==> src/rtl/mips8_io_ctrl.sv <==
`default_nettype none
// ============================================================================
//  Module      : mips8_io_ctrl
//  Description : Wishbone-classic register slave that owns a 16-bit GPIO bank
//                shared between the management bus and a MIPS8 core. The OUT
//                register has two writers (Wishbone and core), resolved by a
//                1-bit round-robin owner on same-cycle conflicts.
//  Ports       : wb_clk_i / wb_rst_ni      clock, async active-low reset
//                wbs_*                     Wishbone classic slave
//                core_req_i/core_dat_i     core write request and data
//                core_gnt_o                one-cycle grant (write commits then)
//                io_in_i/io_out_o/io_oeb_o pad inputs, outputs, output-enable-bar
//                irq_o                     level interrupt (irq_en & |STAT)
//  Revision    : 1.0 - initial release
// ============================================================================
module mips8_io_ctrl #(
    parameter logic [31:0] BASE_ADDR = 32'h3000_0000
) (
    input  logic        wb_clk_i,
    input  logic        wb_rst_ni,
    input  logic        wbs_cyc_i,
    input  logic        wbs_stb_i,
    input  logic        wbs_we_i,
    input  logic [3:0]  wbs_sel_i,
    input  logic [31:0] wbs_adr_i,
    input  logic [31:0] wbs_dat_i,
    output logic [31:0] wbs_dat_o,
    output logic        wbs_ack_o,
    input  logic        core_req_i,
    input  logic [15:0] core_dat_i,
    output logic        core_gnt_o,
    input  logic [15:0] io_in_i,
    output logic [15:0] io_out_o,
    output logic [15:0] io_oeb_o,
    output logic        irq_o
);

    localparam logic [2:0] c_off_ctrl = 3'd0;
    localparam logic [2:0] c_off_oeb  = 3'd1;
    localparam logic [2:0] c_off_out  = 3'd2;
    localparam logic [2:0] c_off_in   = 3'd3;
    localparam logic [2:0] c_off_stat = 3'd4;

    typedef enum logic [1:0] {
        ST_IDLE = 2'd0,
        ST_WAIT = 2'd1,
        ST_ACK  = 2'd2
    } state_t;

    state_t      r_state;
    state_t      w_state_nxt;
    logic [1:0]  r_ctrl;
    logic [15:0] r_oeb;
    logic [15:0] r_out;
    logic [15:0] r_stat;
    logic [15:0] r_sync1;
    logic [15:0] r_sync2;
    logic [15:0] r_sync3;
    logic        r_last_wb;   // 1: Wishbone won the last conflict, 0: core did

    logic        w_match;
    logic [2:0]  w_off;
    logic        w_core_req_en;
    logic        w_wb_out_wr;
    logic        w_conflict;
    logic        w_wb_loses;
    logic        w_commit;
    logic        w_wr;
    logic        w_out_commit;
    logic [15:0] w_wdat;
    logic [1:0]  w_ctrl_nxt;
    logic [15:0] w_oeb_nxt;
    logic [15:0] w_out_nxt;
    logic [15:0] w_stat_clr;
    logic [15:0] w_stat_nxt;
    logic [15:0] w_rise;
    logic [15:0] w_rdata;
    logic        w_unused;

    // Only the low 16 data bits and lanes 0/1 reach any register.
    assign w_unused = ^{wbs_dat_i[31:16], wbs_sel_i[3:2], wbs_adr_i[1:0]};

    function automatic logic [15:0] f_lane_merge(input logic [15:0] old_val,
                                                 input logic [15:0] new_val,
                                                 input logic [1:0]  sel);
        logic [15:0] v;
        v = old_val;
        if (sel[0]) v[7:0]  = new_val[7:0];
        if (sel[1]) v[15:8] = new_val[15:8];
        return v;
    endfunction

    assign w_match       = wbs_cyc_i & wbs_stb_i & (wbs_adr_i[31:5] == BASE_ADDR[31:5]);
    assign w_off         = wbs_adr_i[4:2];
    assign w_wdat        = wbs_dat_i[15:0];
    assign w_core_req_en = core_req_i & r_ctrl[0];
    assign w_wb_out_wr   = w_match & wbs_we_i & (w_off == c_off_out);
    assign w_conflict    = (r_state == ST_IDLE) & w_wb_out_wr & w_core_req_en;
    // The side that did not win last time wins now.
    assign w_wb_loses    = w_conflict & r_last_wb;

    // Bus FSM: a transfer is committed on the edge that enters ACK.
    always_comb begin
        w_state_nxt = r_state;
        w_commit    = 1'b0;
        case (r_state)
            ST_IDLE: begin
                if (w_match) begin
                    if (w_wb_loses) begin
                        w_state_nxt = ST_WAIT;
                    end else begin
                        w_state_nxt = ST_ACK;
                        w_commit    = 1'b1;
                    end
                end
            end
            ST_WAIT: begin
                w_state_nxt = ST_ACK;
                w_commit    = 1'b1;
            end
            ST_ACK:  w_state_nxt = ST_IDLE;
            default: w_state_nxt = ST_IDLE;
        endcase
    end

    assign w_wr         = w_commit & wbs_we_i;
    assign w_out_commit = w_wr & (w_off == c_off_out);
    // The core loses only to a Wishbone OUT write committing this very cycle.
    assign core_gnt_o   = w_core_req_en & ~w_out_commit;

    assign w_rise = r_sync2 & ~r_sync3;

    always_comb begin
        w_ctrl_nxt = r_ctrl;
        w_oeb_nxt  = r_oeb;
        w_out_nxt  = r_out;
        w_stat_clr = 16'h0000;
        if (w_wr && (w_off == c_off_ctrl) && wbs_sel_i[0]) w_ctrl_nxt = w_wdat[1:0];
        if (w_wr && (w_off == c_off_oeb))  w_oeb_nxt  = f_lane_merge(r_oeb, w_wdat, wbs_sel_i[1:0]);
        if (w_wr && (w_off == c_off_stat)) w_stat_clr = f_lane_merge(16'h0000, w_wdat, wbs_sel_i[1:0]);
        if (core_gnt_o)                    w_out_nxt  = core_dat_i;
        else if (w_out_commit)             w_out_nxt  = f_lane_merge(r_out, w_wdat, wbs_sel_i[1:0]);
        // A new rising edge wins over a same-cycle clear.
        w_stat_nxt = (r_stat & ~w_stat_clr) | w_rise;
    end

    always_comb begin
        w_rdata = 16'h0000;
        case (w_off)
            c_off_ctrl: w_rdata = {14'h0000, r_ctrl};
            c_off_oeb:  w_rdata = r_oeb;
            c_off_out:  w_rdata = r_out;
            c_off_in:   w_rdata = r_sync2;
            c_off_stat: w_rdata = r_stat;
            default:    w_rdata = 16'h0000;
        endcase
    end

    always_ff @(posedge wb_clk_i or negedge wb_rst_ni) begin
        if (!wb_rst_ni) begin
            r_state   <= ST_IDLE;
            wbs_ack_o <= 1'b0;
            wbs_dat_o <= 32'h0000_0000;
            r_ctrl    <= 2'b00;
            r_oeb     <= 16'hFFFF;
            r_out     <= 16'h0000;
            r_stat    <= 16'h0000;
            r_sync1   <= 16'h0000;
            r_sync2   <= 16'h0000;
            r_sync3   <= 16'h0000;
            r_last_wb <= 1'b0;
            irq_o     <= 1'b0;
        end else begin
            r_state   <= w_state_nxt;
            wbs_ack_o <= (w_state_nxt == ST_ACK);
            wbs_dat_o <= (w_commit && !wbs_we_i) ? {16'h0000, w_rdata} : 32'h0000_0000;
            r_ctrl    <= w_ctrl_nxt;
            r_oeb     <= w_oeb_nxt;
            r_out     <= w_out_nxt;
            r_stat    <= w_stat_nxt;
            r_sync1   <= io_in_i;
            r_sync2   <= r_sync1;
            r_sync3   <= r_sync2;
            if (w_conflict) r_last_wb <= ~w_wb_loses;
            // Built from next-state values so the interrupt tracks STAT without extra lag.
            irq_o     <= w_ctrl_nxt[1] & (|w_stat_nxt);
        end
    end

    assign io_out_o = r_out;
    assign io_oeb_o = r_oeb;

endmodule
`default_nettype wire
==> config.mk <==
export PLATFORM = sky130hd
export DESIGN_NAME = mips8_io_ctrl
export DESIGN_NICKNAME = d
export VERILOG_FILES = /design/src/rtl/mips8_io_ctrl.sv
export SDC_FILE = /design/constraint.sdc
export NUM_CORES = 1
export LEC_CHECK = 0
export BUFFER_PORTS_ARGS = -buffer_cell sky130_fd_sc_hd__buf_2
export CAP_MARGIN = 20
export CORE_MARGIN = 8
export CORE_UTILIZATION = 50
export DETAILED_ROUTE_END_ITERATION = 8
export PLACE_DENSITY = 0.9
export SYNTH_ARGS = -nofsm -noshare
export SYNTH_HDL_FRONTEND = slang
export SYNTH_SLANG_ARGS = --single-unit
==> constraint.sdc <==
create_clock -name wb_clk_i -period 2.78 [get_ports wb_clk_i]
set_input_delay 0.417 -clock wb_clk_i [delete_from_list [all_inputs] [get_ports wb_clk_i]]
set_output_delay 0.417 -clock wb_clk_i [all_outputs]
set_load 0.01 [all_outputs]
### After elaboration in Yosys (flattened, before gate mapping)

Index checks and enable logic that the tools add are counted.

| storage, ports and cells | value |
|---|---|
| register bits after elaboration | 119 |
| bits of input ports | 106 |
| output and inout bits | 67 |
| logic and storage cells | 73 |

| cells by class | value |
|---|---|
| equality and inequality tests | 7 |
| mux-type cells | 16 |
| bitwise logic cells | 19 |
| reduce and logical (&&, ||, !) cells | 16 |

Operators by type and width:

| kind | count |
|---|---|
| $pmux W16 S5 | 1 |
| $mux W16 | 4 |
| $and A16 B16 Y16 | 2 |
| $mux W8 | 4 |
| $not A16 Y16 | 2 |
| $eq A27 B25 Y1 const B | 1 |
| $or A16 B16 Y16 | 1 |
| $reduce_or A16 Y1 | 1 |
| $and A1 B1 Y1 | 12 |
| $reduce_and A2 Y1 | 4 |
| $eq A3 B2 Y1 const B | 2 |
| $mux W2 | 3 |
| $reduce_bool A2 Y1 | 3 |
| $logic_and A1 B1 Y1 | 5 |
| $pmux W2 S2 | 1 |
| $eq A3 B1 Y1 const B | 1 |
| $eq A3 B3 Y1 const B | 1 |
| $logic_not A3 Y1 | 1 |
| $eq A2 B1 Y1 const B | 1 |
| $eq A2 B2 Y1 const B | 1 |
| $logic_not A2 Y1 | 1 |
| $mux W1 | 2 |
| $not A1 Y1 | 2 |
| $pmux W1 S2 | 1 |
| $logic_not A1 Y1 | 1 |

### Longest topological paths before layout

| depth | value |
|---|---|
| depth in word-level cells | 18 |
| depth in mapped cells | 9 |
| gate-level depth less buffers | 7 |

### Worst setup path after synthesis

No wires, ideal clock.

| timing path | value |
|---|---|
| path type | input -> register |
| start | input wbs_adr_i[13] |
| end | register irq_o |
| library setup time | 0.143 ns |
| data arrival time | 2.257 ns |
| data required time | 2.637 ns |
| setup slack | 0.380 ns |
| cell stages on the path | 8 |
| path buffers | 1 |
| path through | nor4_1 nand2_1 or4_1 and2_1 buf_6 a221o_1 nor4b_2 a41oi_1 |

| between the ends | value |
|---|---|
| longest elaborated chain between the ends | 18 |
| elaborated cells between the ends (all ways) | 21 |
| classes of those cells | eq/ne: 1; mux: 5; bitwise: 11; reduce/logical: 4 |

RTL lines:

| element | RTL line | text |
|---|---|---|
| start: declaration | 25 | `input logic [31:0] wbs_adr_i,` |
| $eq A27 B25 Y1 * | 93 | `assign w_match = wbs_cyc_i & wbs_stb_i & (wbs_adr_i[31:5] == BASE_ADDR[31:5]);` |
| $and A1 B1 Y1 * | 93 |  |
| $and A1 B1 Y1 (2 in a row) | 97 | `assign w_wb_out_wr = w_match & wbs_we_i & (w_off == c_off_out);` |
| $and A1 B1 Y1 (2 in a row) | 98 | `assign w_conflict = (r_state == ST_IDLE) & w_wb_out_wr & w_core_req_en;` |
| $and A1 B1 Y1 | 100 | `assign w_wb_loses = w_conflict & r_last_wb;` |
| $mux W1 | 109 | `if (w_wb_loses) begin` |
| $mux W1 * | 108 | `if (w_match) begin` |
| $pmux W1 S2 * | 106 | `case (r_state)` |
| $and A1 B1 Y1 * | 126 | `assign w_wr = w_commit & wbs_we_i;` |
| $logic_and A1 B1 Y1 * | 140 | `if (w_wr && (w_off == c_off_stat)) w_stat_clr = f_lane_merge(16'h0000, w_wdat, wbs_sel_i[1:0]);` |
| $mux W16 * | 140 |  |
| $not A16 Y16 * | 144 | `w_stat_nxt = (r_stat & ~w_stat_clr) \| w_rise;` |
| $and A16 B16 Y16 * | 144 |  |
| $or A16 B16 Y16 * | 144 |  |
| net w_stat_nxt[3] | 75 | `logic [15:0] w_stat_nxt;` |
| $reduce_or A16 Y1 * | 186 | `irq_o <= w_ctrl_nxt[1] & (\|w_stat_nxt);` |
| $and A1 B1 Y1 * | 186 |  |
| end signal: assignment | 186 |  |
| end: declaration | 35 | `output logic irq_o` |

Mark *: on every way through the listed nets, which the timed path passes. The rest lies on a longest branch.
A chain may end at the register's enable or synchronous reset.

### Worst setup path after layout

| timing path | value |
|---|---|
| start | register r_state[1] |
| end | output core_gnt_o |

| between the ends | value |
|---|---|
| longest elaborated chain between the ends | 11 |
| elaborated cells between the ends (all ways) | 12 |
| classes of those cells | eq/ne: 1; mux: 3; bitwise: 7; reduce/logical: 1 |

RTL lines:

| element | RTL line | text |
|---|---|---|
| start: declaration | 50 | `state_t r_state;` |
| start signal: assignment | 174 | `r_state <= w_state_nxt;` |
| $logic_not A2 Y1 | 98, 106 |  |
| $and A1 B1 Y1 (2 in a row) | 98 |  |
| $and A1 B1 Y1 | 100 |  |
| $mux W1 | 109 |  |
| $mux W1 | 108 |  |
| $pmux W1 S2 * | 106 |  |
| $and A1 B1 Y1 * | 126 |  |
| $and A1 B1 Y1 * | 127 | `assign w_out_commit = w_wr & (w_off == c_off_out);` |
| $not A1 Y1 * | 129 | `assign core_gnt_o = w_core_req_en & ~w_out_commit;` |
| $and A1 B1 Y1 * | 129 |  |
| end: declaration | 31 | `output logic core_gnt_o,` |

Mark *: on every way between the ends. The rest lies on a longest branch, timed or not.

==> flow_summary.json <==
{
  "status": "completed",
  "fin_skew_ns": 0.00625,
  "cpPeakStageDelay_ns": 0.41,
  "clk_pin_slew_ns": 0.06,
  "cts_buffers": 17,
  "dieHeight_um": 115,
  "drt_iter0_markers": 178,
  "p_leak_nw": 3.39,
  "core-area_um2": 9680,
  "antenna_found_initial": 1,
  "port_buffers": 136,
  "layout.nets": 707,
  "multiInputGateArea_um2": 1690,
  "cts_tree": "built",
  "place_area_um2": 5830,
  "endpoint_kind": "output pin",
  "async_flop_share": 1.00,
  "hold_start": "io_in_i[6]",
  "synth_seq_area_share": 0.608,
  "avgSynthCellArea_um2": 11.6,
  "hp-class": "input port to flop",
  "dieWidth_um": 115,
  "drtPass1Iterations": 6,
  "regArea_um2": 3000,
  "crit_chain": "nand2b_1, and4bb_1, a21oi_1, a22o_2, a21o_1, inv_2, buf_2",
  "clk_path_buf_depth": 2,
  "period_minus_slack_ns": 2.64,
  "syn2layout_area_growth_pct": 33.1,
  "insertedDiodeCount": 0,
  "required_ns": 2.36,
  "critPathKind": "flop to output pin",
  "syn-cell-area_um2": 4930,
  "fin_area_um2": 6570,
  "grtUsageTotal": 0.216,
  "use_met3": 0.0814,
  "dp_hpwl_mm": 9.87,
  "r2r-end": "irq_o",
  "ys_ff_latch": 119,
  "drive_above_1_share": 0.375,
  "initial_core_util": 0.509,
  "cp-start-kind": "flop",
  "vias": 4055,
  "die-area_um2": 13300,
  "drc": 0,
  "worst-r2r-cell-count": 7,
  "arrival_ns": 2.22,
  "fillers": 685,
  "cts-root-buf": "clkbuf_8",
  "grtUsageMet1": 0.248,
  "htree_levels": 4,
  "setup_viol": 0,
  "crit_slowest_cell": "dfrtp_1",
  "max-cap-violations": 0,
  "fmax_mhz": 379,
  "whs_path_depth": 1,
  "grt_max_degree": 65,
  "yosysWarnings": 0,
  "r2r_start": "r_state[1]",
  "cellPowerDensity_nw_per_um2": 627,
  "routed_wirelength_mm": 14.1,
  "p_total_mw": 4.12,
  "syn_inst": 424,
  "peakVddDrop_mv": 0.388,
  "fin_crit_sh": 0.950,
  "grt_setup_unrepaired": "no",
  "met2_usage": 0.353,
  "clock_sinks": 119,
  "timing.reg2reg.setup_slack_ns": 0.41,
  "gr-total-overflow": 0,
  "synth_ff_type": "dfrtp_1",
  "rows": 36,
  "hold-path-endpoint": "r_sync1[6]",
  "maxSlewViolCount": 0,
  "grt_pass1_vias": 4450,
  "pin_count": 173,
  "clock_latency_ns": 0.52,
  "grt_pass1_wl_mm": 22.0,
  "postRouteAntennaNets": 0,
  "synthDistinctLibCells": 50,
  "post_drt_wl_per_cell_um": 18.8,
  "crit_path_max_fanout": 7,
  "busiest_layer": "met2",
  "setup_tns_ns": 0,
  "gp_congestion": 0.922,
  "post_cts_buffers": 0,
  "viasPerCell": 5.43,
  "synth-edff-count": 0,
  "hold_violations": 0,
  "worst_hold_slack_ns": 0.0163
}
[layout make-up]
| cell class | instances | area share |
|---|---|---|
| clock inverters | 9 | 0.0149 |
| well taps | 133 | 0.0253 |
| clock buffers | 23 | 0.0726 |
| multi-input cells | 259 | 0.258 |
| inverters | 30 | 0.0171 |
| flip-flops and latches | 119 | 0.457 |
| repair buffers | 174 | 0.155 |
[Yosys cell counts (3+ instances only)]
library cell	instances	area, um^2
nor2_1	52	195
inv_1	29	109
dfrtp_1	103	2580
nand2_1	13	48.8
nor2b_1	10	62.6
dfstp_2	16	420
mux2_2	18	203
nand4_1	4	25.0
a22oi_1	18	135
o22ai_1	6	37.5
a31oi_1	4	25.0
a221oi_1	8	70.1
a21oi_1	24	120
a221o_1	4	40.0
nand2b_1	4	25.0
o21ai_0	9	45.0
buf_4	16	120
mux2_1	4	45.0
clkbuf_1	10	37.5
nand3_1	5	25.0
nor3_1	3	15.0
mux2i_1	17	170
nor4_1	5	31.3
[routing by layer]
layer | wire [um] | up-vias | part of all wire
met3 | 1220 | 26 | 0.087
li1 | - | 1819 | -
met2 | 6830 | 190 | 0.49
met1 | 5720 | 2018 | 0.41
met5 | 13 | - | 0.00092
met4 | 292 | 2 | 0.021
[worst max path at each step]
stage	endpoint	slack [ns]	depth (start not counted)	startpoint
2_1_floorplan	irq_o	0.38	8	wbs_adr_i[13]
3_3_place_gp	irq_o	0.07	8	wbs_adr_i[9]
3_5_place_dp	irq_o	0.009	8	wbs_adr_i[9]
4_1_cts	core_gnt_o	0.08	9	wbs_adr_i[9]
5_1_grt	core_gnt_o	0.004	9	wbs_adr_i[9]
6_report	core_gnt_o	0.14	7	r_state[1]
[kinds of logic after synthesis]
| logic type | count (synthesis) | synth area share |
|---|---|---|
| AOI/OAI and AO/OA | 84 | 0.115 |
| other | 1 | 0.000760 |
| and+or+nand+nor | 119 | 0.130 |
| muxes | 39 | 0.0847 |
| xor gates and xnor gates | 1 | 0.00178 |
| buffers and inverters | 61 | 0.0606 |
| DFF | 119 | 0.608 |
[metrics by stage]
stage	utilization	setup slack (ns)	std cells
floorplan	-	0.380	439
global placement	0.602	0.0666	699
detailed placement	0.602	0.00919	699
CTS	0.677	0.0804	746
global route	0.678	0.00413	747
finish	0.678	0.138	747
[critical path: cells and delay by family (launching register included)]
family | cells | cell delay, ns
AOI/OAI and AO/OA | 3 | 0.63
and+or+nand+nor | 2 | 0.48
DFF | 1 | 0.41
buffers and inverters | 2 | 0.18
[flip-flops by register name, indices dropped and copies added (netlist names)]
| name | count |
|---|---|
| r_sync2 | 16 |
| r_sync1 | 16 |
| io_oeb_o | 16 |
| r_last_wb | 1 |
| r_state | 2 |
| r_sync3 | 16 |
| wbs_dat_o | 16 |
| io_out_o | 16 |
| wbs_ack_o | 1 |
| irq_o | 1 |
| r_stat | 16 |
| r_ctrl | 2 |
[layout by cell type, fill, tap and decap left out, drive strengths merged, types with 4 or more instances in the layout]
master       Yosys  routed
dfstp           16      16
conb             1      16
mux2            22      22
nand2           13      13
clkinv           0       6
o22ai            6       6
nor2b           10      10
dlygate4sd3      0      16
a221o            4       4
nand3            7       7
buf             21     158
a31oi            4       4
a21oi           24      24
nor4             7       7
mux2i           17      17
inv             30      30
o21ai            9       9
nand2b           4       4
clkbuf          10      23
nand4            4       4
dfrtp          103     103
nor2            52      52
a22oi           18      18
a221oi           8       8
[power by group]
| group | internal (mW) | switching (mW) |
|---|---|---|
| sequential | 1.77 | 0.0171 |
| clock | 1.36 | 0.731 |
| combinational | 0.105 | 0.136 |
| total | 3.23 | 0.884 |
[timing repair]
item,CTS,global route
endpoints found under the hold margin,42,1
resized for setup,0,1
endpoints found under the setup margin,0,1
hold buffers,15,1
No activity file was read; power rests on OpenSTA's default activity.
